**config.mk**
```make
export PLATFORM = sky130hd
export DESIGN_NAME = aud_btm_rx
export DESIGN_NICKNAME = d
export VERILOG_FILES = /design/src/rtl/aud_btm_rx.sv
export SDC_FILE = /design/constraint.sdc
export NUM_CORES = 1
export LEC_CHECK = 0
export CAP_MARGIN = 0
export CORE_MARGIN = 2
export CORE_UTILIZATION = 50
export CTS_CLUSTER_SIZE = 24
export DETAILED_ROUTE_END_ITERATION = 7
export GPL_TIMING_DRIVEN = 0
export HOLD_SLACK_MARGIN = 0.02
export PLACE_DENSITY = 0.66
export SETUP_SLACK_MARGIN = 0.5
export SLEW_MARGIN = 20
export SYNTH_ARGS = -nofsm -noshare
export SYNTH_HDL_FRONTEND = slang
export SYNTH_SLANG_ARGS = --single-unit
```
**constraint.sdc**
```tcl
create_clock -name aud_ck -period 5.42 [get_ports aud_ck]
set_clock_uncertainty 0.05 [all_clocks]
set_input_delay 0.542 -clock aud_ck [delete_from_list [all_inputs] [get_ports aud_ck]]
set_output_delay 0.542 -clock aud_ck [all_outputs]
set_load 0.05 [all_outputs]
```
**src/rtl/aud_btm_rx.sv**
```systemverilog
// AUD branch-trace receiver: nibble bus decoder, record assembly and
// first-word-fall-through record FIFO with sticky overflow accounting.
module aud_btm_rx #(
    parameter int ADDR_W     = 32,
    parameter int FIFO_DEPTH = 8
) (
    input  logic              aud_ck,
    input  logic              rst_n,
    input  logic [3:0]        aud_data,
    input  logic              aud_nsync,
    output logic [ADDR_W-1:0] out_addr,
    output logic [1:0]        out_mode,
    output logic              out_partial,
    output logic              out_valid,
    input  logic              out_ready,
    output logic              overflow,
    input  logic              clr_overflow,
    output logic              buserror,
    output logic [7:0]        drop_cnt
);
    localparam int NW = ADDR_W / 4;
    localparam int CW = $clog2(NW + 1);
    localparam int PW = $clog2(FIFO_DEPTH);

    typedef enum logic [1:0] {IDLE, HDR, RECV} state_t;

    typedef struct packed {
        logic [ADDR_W-1:0] addr;
        logic [1:0]        mode;
        logic              partial;
    } rec_t;

    state_t            state_q, state_d;
    logic [CW-1:0]     cnt_q, cnt_d;
    logic [1:0]        mode_q, mode_d;
    logic [ADDR_W-1:0] last_good_q, last_good_d;
    logic [ADDR_W-1:0] asm_q, asm_d;
    logic              buserror_q, buserror_d;
    logic              pend_q, pend_d;
    rec_t              pend_rec_q, pend_rec_d;
    rec_t              mem_q [FIFO_DEPTH];
    rec_t              mem_d [FIFO_DEPTH];
    logic [PW-1:0]     wr_q, wr_d, rd_q, rd_d;
    logic [PW:0]       count_q, count_d;
    logic              overflow_q, overflow_d;
    logic [7:0]        drop_cnt_q, drop_cnt_d;

    rec_t              rec;
    int                e_int;
    logic              pop, full, accept, drop;

    // Record assembly: nibble decode and staging of finished records
    always_comb begin
        state_d     = state_q;
        cnt_d       = cnt_q;
        mode_d      = mode_q;
        last_good_d = last_good_q;
        asm_d       = asm_q;
        buserror_d  = 1'b0;
        pend_d      = 1'b0;
        pend_rec_d  = pend_rec_q;

        e_int = 1 << mode_q;
        if (e_int > NW) e_int = NW;

        rec = '0;
        for (int i = 0; i < NW; i++) begin
            rec.addr[4*i +: 4] = (i < int'(cnt_q)) ? asm_q[4*i +: 4]
                                                   : last_good_q[4*i +: 4];
        end
        rec.mode    = mode_q;
        rec.partial = (int'(cnt_q) != e_int);

        if (aud_nsync) begin
            cnt_d = '0;
            if (state_q == RECV && cnt_q != '0) begin
                pend_d     = 1'b1;
                pend_rec_d = rec;
                if (!rec.partial) last_good_d = rec.addr;
            end
            unique case (1'b1)
                (aud_data == 4'b0011): state_d = IDLE;
                (aud_data[3:2] == 2'b10): begin
                    mode_d  = aud_data[1:0];
                    state_d = HDR;
                end
                default: begin
                    buserror_d = 1'b1;
                    state_d    = IDLE;
                end
            endcase
        end else if (state_q == IDLE) begin
            buserror_d = 1'b1;
        end else if (int'(cnt_q) < NW) begin
            asm_d[4*int'(cnt_q) +: 4] = aud_data;
            cnt_d   = cnt_q + CW'(1);
            state_d = RECV;
        end else begin
            buserror_d = 1'b1;
        end
    end

    // FIFO: a pop frees the slot so a push into a full FIFO still lands
    always_comb begin
        mem_d      = mem_q;
        wr_d       = wr_q;
        rd_d       = rd_q;
        count_d    = count_q;
        overflow_d = overflow_q;
        drop_cnt_d = drop_cnt_q;

        pop    = (count_q != '0) && out_ready;
        full   = (count_q == (PW+1)'(FIFO_DEPTH));
        accept = pend_q && (!full || pop);
        drop   = pend_q && full && !pop;

        if (accept) begin
            mem_d[wr_q] = pend_rec_q;
            wr_d        = wr_q + PW'(1);
        end
        if (pop) rd_d = rd_q + PW'(1);

        unique case ({accept, pop})
            2'b10:   count_d = count_q + (PW+1)'(1);
            2'b01:   count_d = count_q - (PW+1)'(1);
            default: count_d = count_q;
        endcase

        if (drop) begin
            overflow_d = 1'b1;
            if (clr_overflow)             drop_cnt_d = 8'd1;
            else if (drop_cnt_q != 8'hFF) drop_cnt_d = drop_cnt_q + 8'd1;
        end else if (clr_overflow) begin
            overflow_d = 1'b0;
            drop_cnt_d = 8'd0;
        end
    end

    always_ff @(posedge aud_ck or negedge rst_n) begin
        if (!rst_n) begin
            state_q     <= IDLE;
            cnt_q       <= '0;
            mode_q      <= '0;
            last_good_q <= '0;
            asm_q       <= '0;
            buserror_q  <= 1'b0;
            pend_q      <= 1'b0;
            pend_rec_q  <= '0;
            for (int i = 0; i < FIFO_DEPTH; i++) mem_q[i] <= '0;
            wr_q        <= '0;
            rd_q        <= '0;
            count_q     <= '0;
            overflow_q  <= 1'b0;
            drop_cnt_q  <= '0;
        end else begin
            state_q     <= state_d;
            cnt_q       <= cnt_d;
            mode_q      <= mode_d;
            last_good_q <= last_good_d;
            asm_q       <= asm_d;
            buserror_q  <= buserror_d;
            pend_q      <= pend_d;
            pend_rec_q  <= pend_rec_d;
            mem_q       <= mem_d;
            wr_q        <= wr_d;
            rd_q        <= rd_d;
            count_q     <= count_d;
            overflow_q  <= overflow_d;
            drop_cnt_q  <= drop_cnt_d;
        end
    end

    assign out_valid   = (count_q != '0);
    assign out_addr    = out_valid ? mem_q[rd_q].addr : '0;
    assign out_mode    = out_valid ? mem_q[rd_q].mode : '0;
    assign out_partial = out_valid ? mem_q[rd_q].partial : 1'b0;
    assign overflow    = overflow_q;
    assign drop_cnt    = drop_cnt_q;
    assign buserror    = buserror_q;

endmodule

```
==> reports/results.ini, run 1 <==
[run_status]
status = complete, no violations

[final_layout]
final-seq-area_um2 = 10100
finalNetCount = 1378
final_cells = 1852
layout-drive-gt1-share = 0.384
layout-area-overhead-vs-synth_pct = 15.2
n_antenna_cell = 0
multi_input_area_um2 = 7720
fillCellCount = 2872
final_util = 0.587

[routing]
num_vias = 10600
drc = 0
wl_per_cell_um = 21.1
via_per_inst = 5.71
drt_iter0_drc = 594
drt_wl_total_mm = 39.1
postRouteAntennaNets = 0
dr.pass1.iters = 4

[power]
ir_drop_uv = 215
p_leak_nw = 10.2
p_per_area_nw_per_um2 = 372

[floorplanning]
rows = 69
die-area_um2 = 38000
initial_core_util = 0.510
num_io_pins = 55
die_width_um = 195
die_y_um = 195
core_area_um2 = 35700

[clock_network]
clock-root-buffer = clkbuf_16
tritoncts = yes
post-cts-setup-buffer-count = 0
htreeDepth = 2
insertion_delay_ns = 0.54
ctsResizeCount = 0
clock_sinks = 404
hold_buffers = 1
clockBufferDepth = 3
cts_buffers = 45
clk_pin_slew_ns = 0.05

[min_path]
hold_path_depth = 1
hold_path_class = flop to flop

[timing]
min_period_over_period = 0.746
hold_viol = 0
grt_setup_unrepaired = no
slew_headroom = 0.345
finalSetupViolations = 0
worstMarginPinSlew_ns = 0.983
slew_violations = 0
max_freq_mhz = 247
fin_crit_ns = 4.04

[yosys]
yosysSeqAreaShare = 0.555
yosys-top-cells-count = dfrtp_1 (404), mux2_2 (338), mux4_2 (70)
synth-seq-cells = 404
synth_adder_area_share = 0.00824
yosys.area_share.simple = 0.0514
synthCells = 1250
yosysMostFrequentCell = dfrtp_1
synth_top_area_frac = 0.555
yosysWarnings = 0
synthDistinctLibCells = 55
synth_xor_area_frac = 0.00529
synth_top_family_by_area = multiplexers
syn_nets = 1271
syn_area_um2 = 18200
syn_area_per_cell_um2 = 14.6
synth.area.top_cells = dfrtp_1 (55%), mux2_2 (21%), mux4_2 (8.6%)
muxShareOfSynthArea = 0.334
ys.flop_type = dfrtp_1
synthArstFlopShare = 1.00
synth_edf_count = 0
synth.largest_area_cell = dfrtp_1
synth-compound-area-share = 0.0243

[placed_design]
place.gp.congestion = 0.850
place_inst = 1770
dpl.hpwl_mm = 26.4
port_buffers = 54

[global_routing]
grt_pass1_wl_mm = 64.0
grt_overflow = 0
grt_pass1_vias = 11200
antenna_found_initial = 0
grt_usage = 0.216
grt_max_degree = 97

[setup_path]
start_kind = flop
worst_ep_arrival_time_ns = 3.45
reg2regPathDepth = 10
cp.required_ns = 4.83
path_max_fanout = 10
critPathCaptureType = output port
crit_type = flop to output port

[run]
drv_cap = 0

-- flip-flops by register name (all words and copies together), names as in the netlist, 2 cells and up --
signal,cells
mem_q,280
pend_rec_q,35
asm_q,32
last_good_q,28
drop_cnt,8
cnt_q,4
count_q,4
rd_q,3
wr_q,3
mode_q,2
state_q,2
-- per-stage QoR --
step	setup slack, ns	area [um2]	hold WS, ns	power, mW	TNS [ns]
after floorplan	2.74	18200	0.196	4.33	0
after global placement	-14.07	19300	0.413	4.79	-5660.86
after detailed placement	1.89	19500	0.423	4.82	0
after CTS	1.33	21000	0.436	7.90	0
after global routing	1.27	21000	0.449	8.17	0
final	1.38	21000	0.430	7.80	0
-- cells in the final DEF, fill, tap and decap left out, types with 4 or more instances in the layout --
cell type | Yosys | routed
a211oi_2 | 5 | 5
a21oi_1 | 14 | 14
and3_1 | 9 | 9
buf_1 | 6 | 6
buf_16 | 0 | 4
buf_2 | 26 | 26
buf_4 | 6 | 6
buf_6 | 3 | 4
bufinv_16 | 0 | 4
clkbuf_1 | 32 | 46
clkbuf_16 | 0 | 47
clkbuf_8 | 0 | 8
clkdlybuf4s50_1 | 0 | 53
clkinv_2 | 0 | 7
dfrtp_1 | 404 | 404
ha_1 | 12 | 12
inv_1 | 11 | 11
mux2_2 | 338 | 338
mux2i_1 | 68 | 68
mux4_2 | 70 | 70
nand2_1 | 58 | 58
nand3_1 | 7 | 7
nand4_1 | 5 | 5
nor2_1 | 66 | 66
nor3_1 | 7 | 7
nor3b_1 | 5 | 5
nor4_1 | 5 | 5
o21ai_0 | 35 | 35
xnor2_1 | 5 | 5
xor2_1 | 6 | 6
-- layer usage --
layer	wire, um	track usage	vias to the layer above
li1	-	-	4799
met1	18600	0.315	5575
met2	18700	0.348	143
met3	1110	0.0272	58
met4	753	0.0503	0
met5	0	0	-
-- layout make-up --
class / instances / share of cell area
repair buffers: 60 / 0.0322
well taps: 461 / 0.0275
plain buffers: 74 / 0.0170
clock buffers: 69 / 0.0638
flip-flops and latches: 404 / 0.482
clock inverters: 12 / 0.00781
multi-input cells: 759 / 0.368
inverters: 13 / 0.00232
-- power by group --
group | internal, mW | switching, mW | leakage (nW)
combinational | 0.575 | 0.837 | 3.89
sequential | 3.18 | 0.155 | 5.56
clock | 1.89 | 1.17 | 0.742
-- path summary, 6_finish.rpt --
check                                            endpoint  slack, ns                  from
worst max-delay path                         out_addr[13]       1.38   rd_q[1]$_DFFE_PN0P_
worst min-delay path                 overflow$_DFFE_PN0P_       0.43  overflow$_DFFE_PN0P_
worst max register to register  pend_rec_q[1]$_DFFE_PN0P_       2.16  cnt_q[0]$_DFFE_PN0P_
worst min register to register       overflow$_DFFE_PN0P_       0.43  overflow$_DFFE_PN0P_
max in group asynchronous           mem_q[98]$_DFFE_PN0P_       3.48                 rst_n
min in group asynchronous           mem_q[80]$_DFFE_PN0P_       0.49                 rst_n
-- critical path: stages (launching register included) --
cell,delay (ns)
dfrtp_1,0.35
buf_1,0.40
clkbuf_1,0.70
mux4_2,0.42
mux2i_1,0.26
nor2_1,0.07
clkdlybuf4s50_1,0.72
-- cells by family (layout without fill, tap and decap cells) --
group	after synthesis	count (layout)
fa+ha+maj	12	12
compound gates	70	70
simple gates	188	188
buf+inv	87	228
xor+xnor	11	11
mux	478	478
flops	404	404
Note: power is estimated with default switching activity, not from simulation.
==> run 2, diff against run 1 <==
--- a/config.mk
+++ b/config.mk
@@ -12,7 +12,7 @@
 export DETAILED_ROUTE_END_ITERATION = 7
 export GPL_TIMING_DRIVEN = 0
 export HOLD_SLACK_MARGIN = 0.02
-export PLACE_DENSITY = 0.66
+export PLACE_DENSITY = 0.69
 export SETUP_SLACK_MARGIN = 0.5
 export SLEW_MARGIN = 20
 export SYNTH_ARGS = -nofsm -noshare
==> constraint.sdc (replaced) <==
create_clock -name aud_ck -period 3.6 [get_ports aud_ck]
set_clock_uncertainty 0.05 [all_clocks]
set_input_delay 0.36 -clock aud_ck [delete_from_list [all_inputs] [get_ports aud_ck]]
set_output_delay 0.36 -clock aud_ck [all_outputs]
set_load 0.05 [all_outputs]
==> run 2 against run 1 <==
  * Power increased by 51%
  * Critical path type unchanged
  * Global-route usage about the same
  * Clock power increased by 49%
  * First-iteration DRC count increased by 1.2%
  * Highest routed layer unchanged
==> reports/results.ini, run 2 (synthesis gave the netlist of run 1 again) <==
[final_layout]
layout-area-overhead-vs-synth_pct = 15.5  ; was 15.2%
finalNetCount = 1380  ; was 1378
post-route-cell-area_um2 = 21100  ; was 21000 um2
layout-drive-gt1-share = 0.413  ; was 0.384
fillCellCount = 2875  ; was 2872
largest_register_ff_count = 280  ; unchanged
final_util = 0.589  ; was 0.587
layout_commonest_cell = dfrtp_1  ; unchanged
final_cells = 1851  ; was 1852
layout_common_cells = dfrtp_1 (404), mux2_2 (338), mux4_2 (70)  ; unchanged
largest_register = mem_q  ; unchanged
top_regs = mem_q x280, pend_rec_q x35, asm_q x32  ; unchanged
n_antenna_cell = 0  ; unchanged

[floorplanning]
rows = 69  ; unchanged
num_io_pins = 55  ; unchanged
initial_core_util = 0.510  ; unchanged
die_y_um = 195  ; unchanged
core_area_um2 = 35700  ; unchanged
die_width_um = 195  ; unchanged
die-area_um2 = 38000  ; unchanged

[placed_design]
place_area_um2 = 19500  ; about the same
dpl_worst_slack_ns = 0.304  ; was 1.89 ns
port_buffers = 54  ; unchanged
place.gp.congestion = 0.852  ; was 0.850
place_inst = 1769  ; was 1770
dpl.hpwl_mm = 26.5  ; was 26.4 mm

[min_path]
hold_path_class = primary input to async pin  ; was flop to flop

[routing]
via_per_inst = 5.73  ; was 5.71
drt_wl_total_mm = 39.3  ; was 39.1 mm
wl_per_cell_um = 21.2  ; was 21.1 um
dr.pass1.iters = 4  ; unchanged
postRouteAntennaNets = 0  ; unchanged
num_vias = 10600  ; about the same
drt_iter0_drc = 601  ; was 594
drc = 0  ; unchanged

[global_routing]
grt_pass1_wl_mm = 64.3  ; was 64.0 mm
grt_pass1_vias = 11400  ; was 11.2k
grt_max_degree = 100  ; was 97
antenna_found_initial = 0  ; unchanged
grt_overflow = 0  ; unchanged
grt_usage = 0.216  ; about the same

[power]
netSwitchingPower_mw = 3.30  ; was 2.16 mW
pwr-share-comb = 0.187  ; was 0.181
intPower_mw = 8.47  ; was 5.64 mW
finalPower_mw = 11.8  ; was 7.80 mW
ir_drop_uv = 382  ; was 215 uV
p_seq_frac = 0.426  ; was 0.427
p_leak_nw = 10.4  ; was 10.2 nW
p_per_area_nw_per_um2 = 559  ; was 372 nW/um2
p_clk_frac = 0.386  ; was 0.392
swShare = 0.280  ; was 0.277

[setup_path]
cp.required_ns = 3.19  ; was 4.83 ns
path_cells = clkbuf_4 -> buf_6 -> mux4_2 -> mux2i_1 -> nor2_1 -> dlygate4sd2_1  ; was buf_1 -> clkbuf_1 -> mux4_2 -> mux2i_1 -> nor2_1 -> clkdlybuf4s50_1
critical_path.endpoint = out_addr[31]  ; was out_addr[13]
critPathCaptureType = output port  ; unchanged
cp-startpoint = rd_q[0]$_DFFE_PN0P_  ; was rd_q[1]$_DFFE_PN0P_
crit_type = flop to output port  ; unchanged
max_stage_delay_ns = 0.52  ; was 0.72 ns
rr_startpoint = cnt_q[0]$_DFFE_PN0P_  ; unchanged
reg2regPathDepth = 10  ; unchanged
slowest_stage = mux4_2  ; was clkdlybuf4s50_1
r2r_setup_slack_ns = 0.66  ; was 2.16 ns
start_kind = flop  ; unchanged
worst_ep_arrival_time_ns = 2.58  ; was 3.45 ns
reg2reg_to = last_good_q[19]$_DFFE_PN0P_  ; was pend_rec_q[1]$_DFFE_PN0P_
path_max_fanout = 10  ; unchanged

[clock_network]
cts_buffers = 43  ; was 45
tritoncts = yes  ; unchanged
clock-root-buffer = clkbuf_16  ; unchanged
clk_pin_slew_ns = 0.06  ; was 0.05 ns
clockBufferDepth = 3  ; unchanged
htreeDepth = 2  ; unchanged
insertion_delay_ns = 0.54  ; about the same
clock_sinks = 404  ; unchanged

[run]
drv_cap = 0  ; unchanged

[timing]
max_freq_mhz = 335
worst_slack_ns = 0.613  ; was 1.38 ns
slew_violations = 0  ; unchanged
slew_headroom = 0.114  ; was 0.345
min_period_over_period = 0.830
worstMarginPinSlew_ns = 1.32  ; was 0.983 ns
grt_setup_unrepaired = yes  ; was no
hold_viol = 0  ; unchanged
finalSetupViolations = 0  ; unchanged
fin_crit_ns = 2.99

[run_status]
status = complete, no violations  ; unchanged

-- run 2: cell count changes in the layout (fill, tap and decap cells not counted), sizes merged, moves of 2 or more --
cell and change:
buf +4, clkbuf -2, clkdlybuf4s15 +2, clkdlybuf4s50 -36
clkinvlp +3, dlygate4sd2 +27
-- run 2: stage by stage --
| stage | hold slack (ns) | TNS (ns) |
|---|---|---|
| after CTS | 0.316 | 0 |
| after floorplan | 0.0144 | 0 |
| final | 0.302 | 0 |
| after global placement | 0.418 | -6242.14 |
| after global routing | 0.338 | 0 |
| after detailed placement | 0.292 | 0 |
-- run 2: worst min-delay path by stage --
stage	to	slack, ns
5_1_grt	mem_q[80]$_DFFE_PN0P_	0.34
3_3_place_gp	overflow$_DFFE_PN0P_	0.42
4_1_cts	drop_cnt[3]$_DFFE_PN0P_	0.32
6_report	mem_q[80]$_DFFE_PN0P_	0.30
2_1_floorplan	asm_q[0]$_DFFE_PN0P_	0.01
3_5_place_dp	mem_q[80]$_DFFE_PN0P_	0.29
-- run 2: final cells by class --
| class | instances | area, um2 | share of cell area |
|---|---|---|---|
| repair buffers | 64 | 644 | 0.0306 |
| multi-input cells | 759 | 7760 | 0.368 |
| plain buffers | 74 | 445 | 0.0211 |
| flip-flops and latches | 404 | 10100 | 0.480 |
| well taps | 461 | 577 | 0.0274 |
| clock inverters | 15 | 201 | 0.00956 |
| clock buffers | 61 | 1270 | 0.0605 |
| inverters | 13 | 50.0 | 0.00238 |
-- run 2: repair_timing --
action	4_1_cts	5_1_grt
gates cloned	0	0
buffers inserted	3	2
hold buffers	1	0
pin swaps	1	2
setup endpoints to repair	62	91
resized for setup	75	35
endpoints found under the hold margin	60	0
-- run 2: layer usage --
| layer | share of wire | wire length (um) | global-route usage |
|---|---|---|---|
| met1 | 0.46 | 18300 | 0.304 |
| met2 | 0.49 | 19200 | 0.359 |
| met4 | 0.019 | 748 | 0.0532 |
| met5 | 0 | 0 | 0 |
| met3 | 0.027 | 1050 | 0.0269 |
-- run 2: critical path, delay by kind of cell, from the launching register on --
| kind | cells | cell delay, ns |
|---|---|---|
| simple gates | 1 | 0.10 |
| flops | 1 | 0.36 |
| mux | 2 | 0.66 |
| buf+inv | 3 | 0.92 |
-- run 2: power groups by stage --
stage / sequential, mW / combinational [mW] / clock, mW
floorplan: 5.01 / 1.51 / 0
global placement: 5.09 / 2.09 / 0
detailed placement: 5.10 / 2.15 / 0
CTS: 5.02 / 2.23 / 4.63
global route: 5.06 / 2.38 / 4.83
finish: 5.02 / 2.20 / 4.55
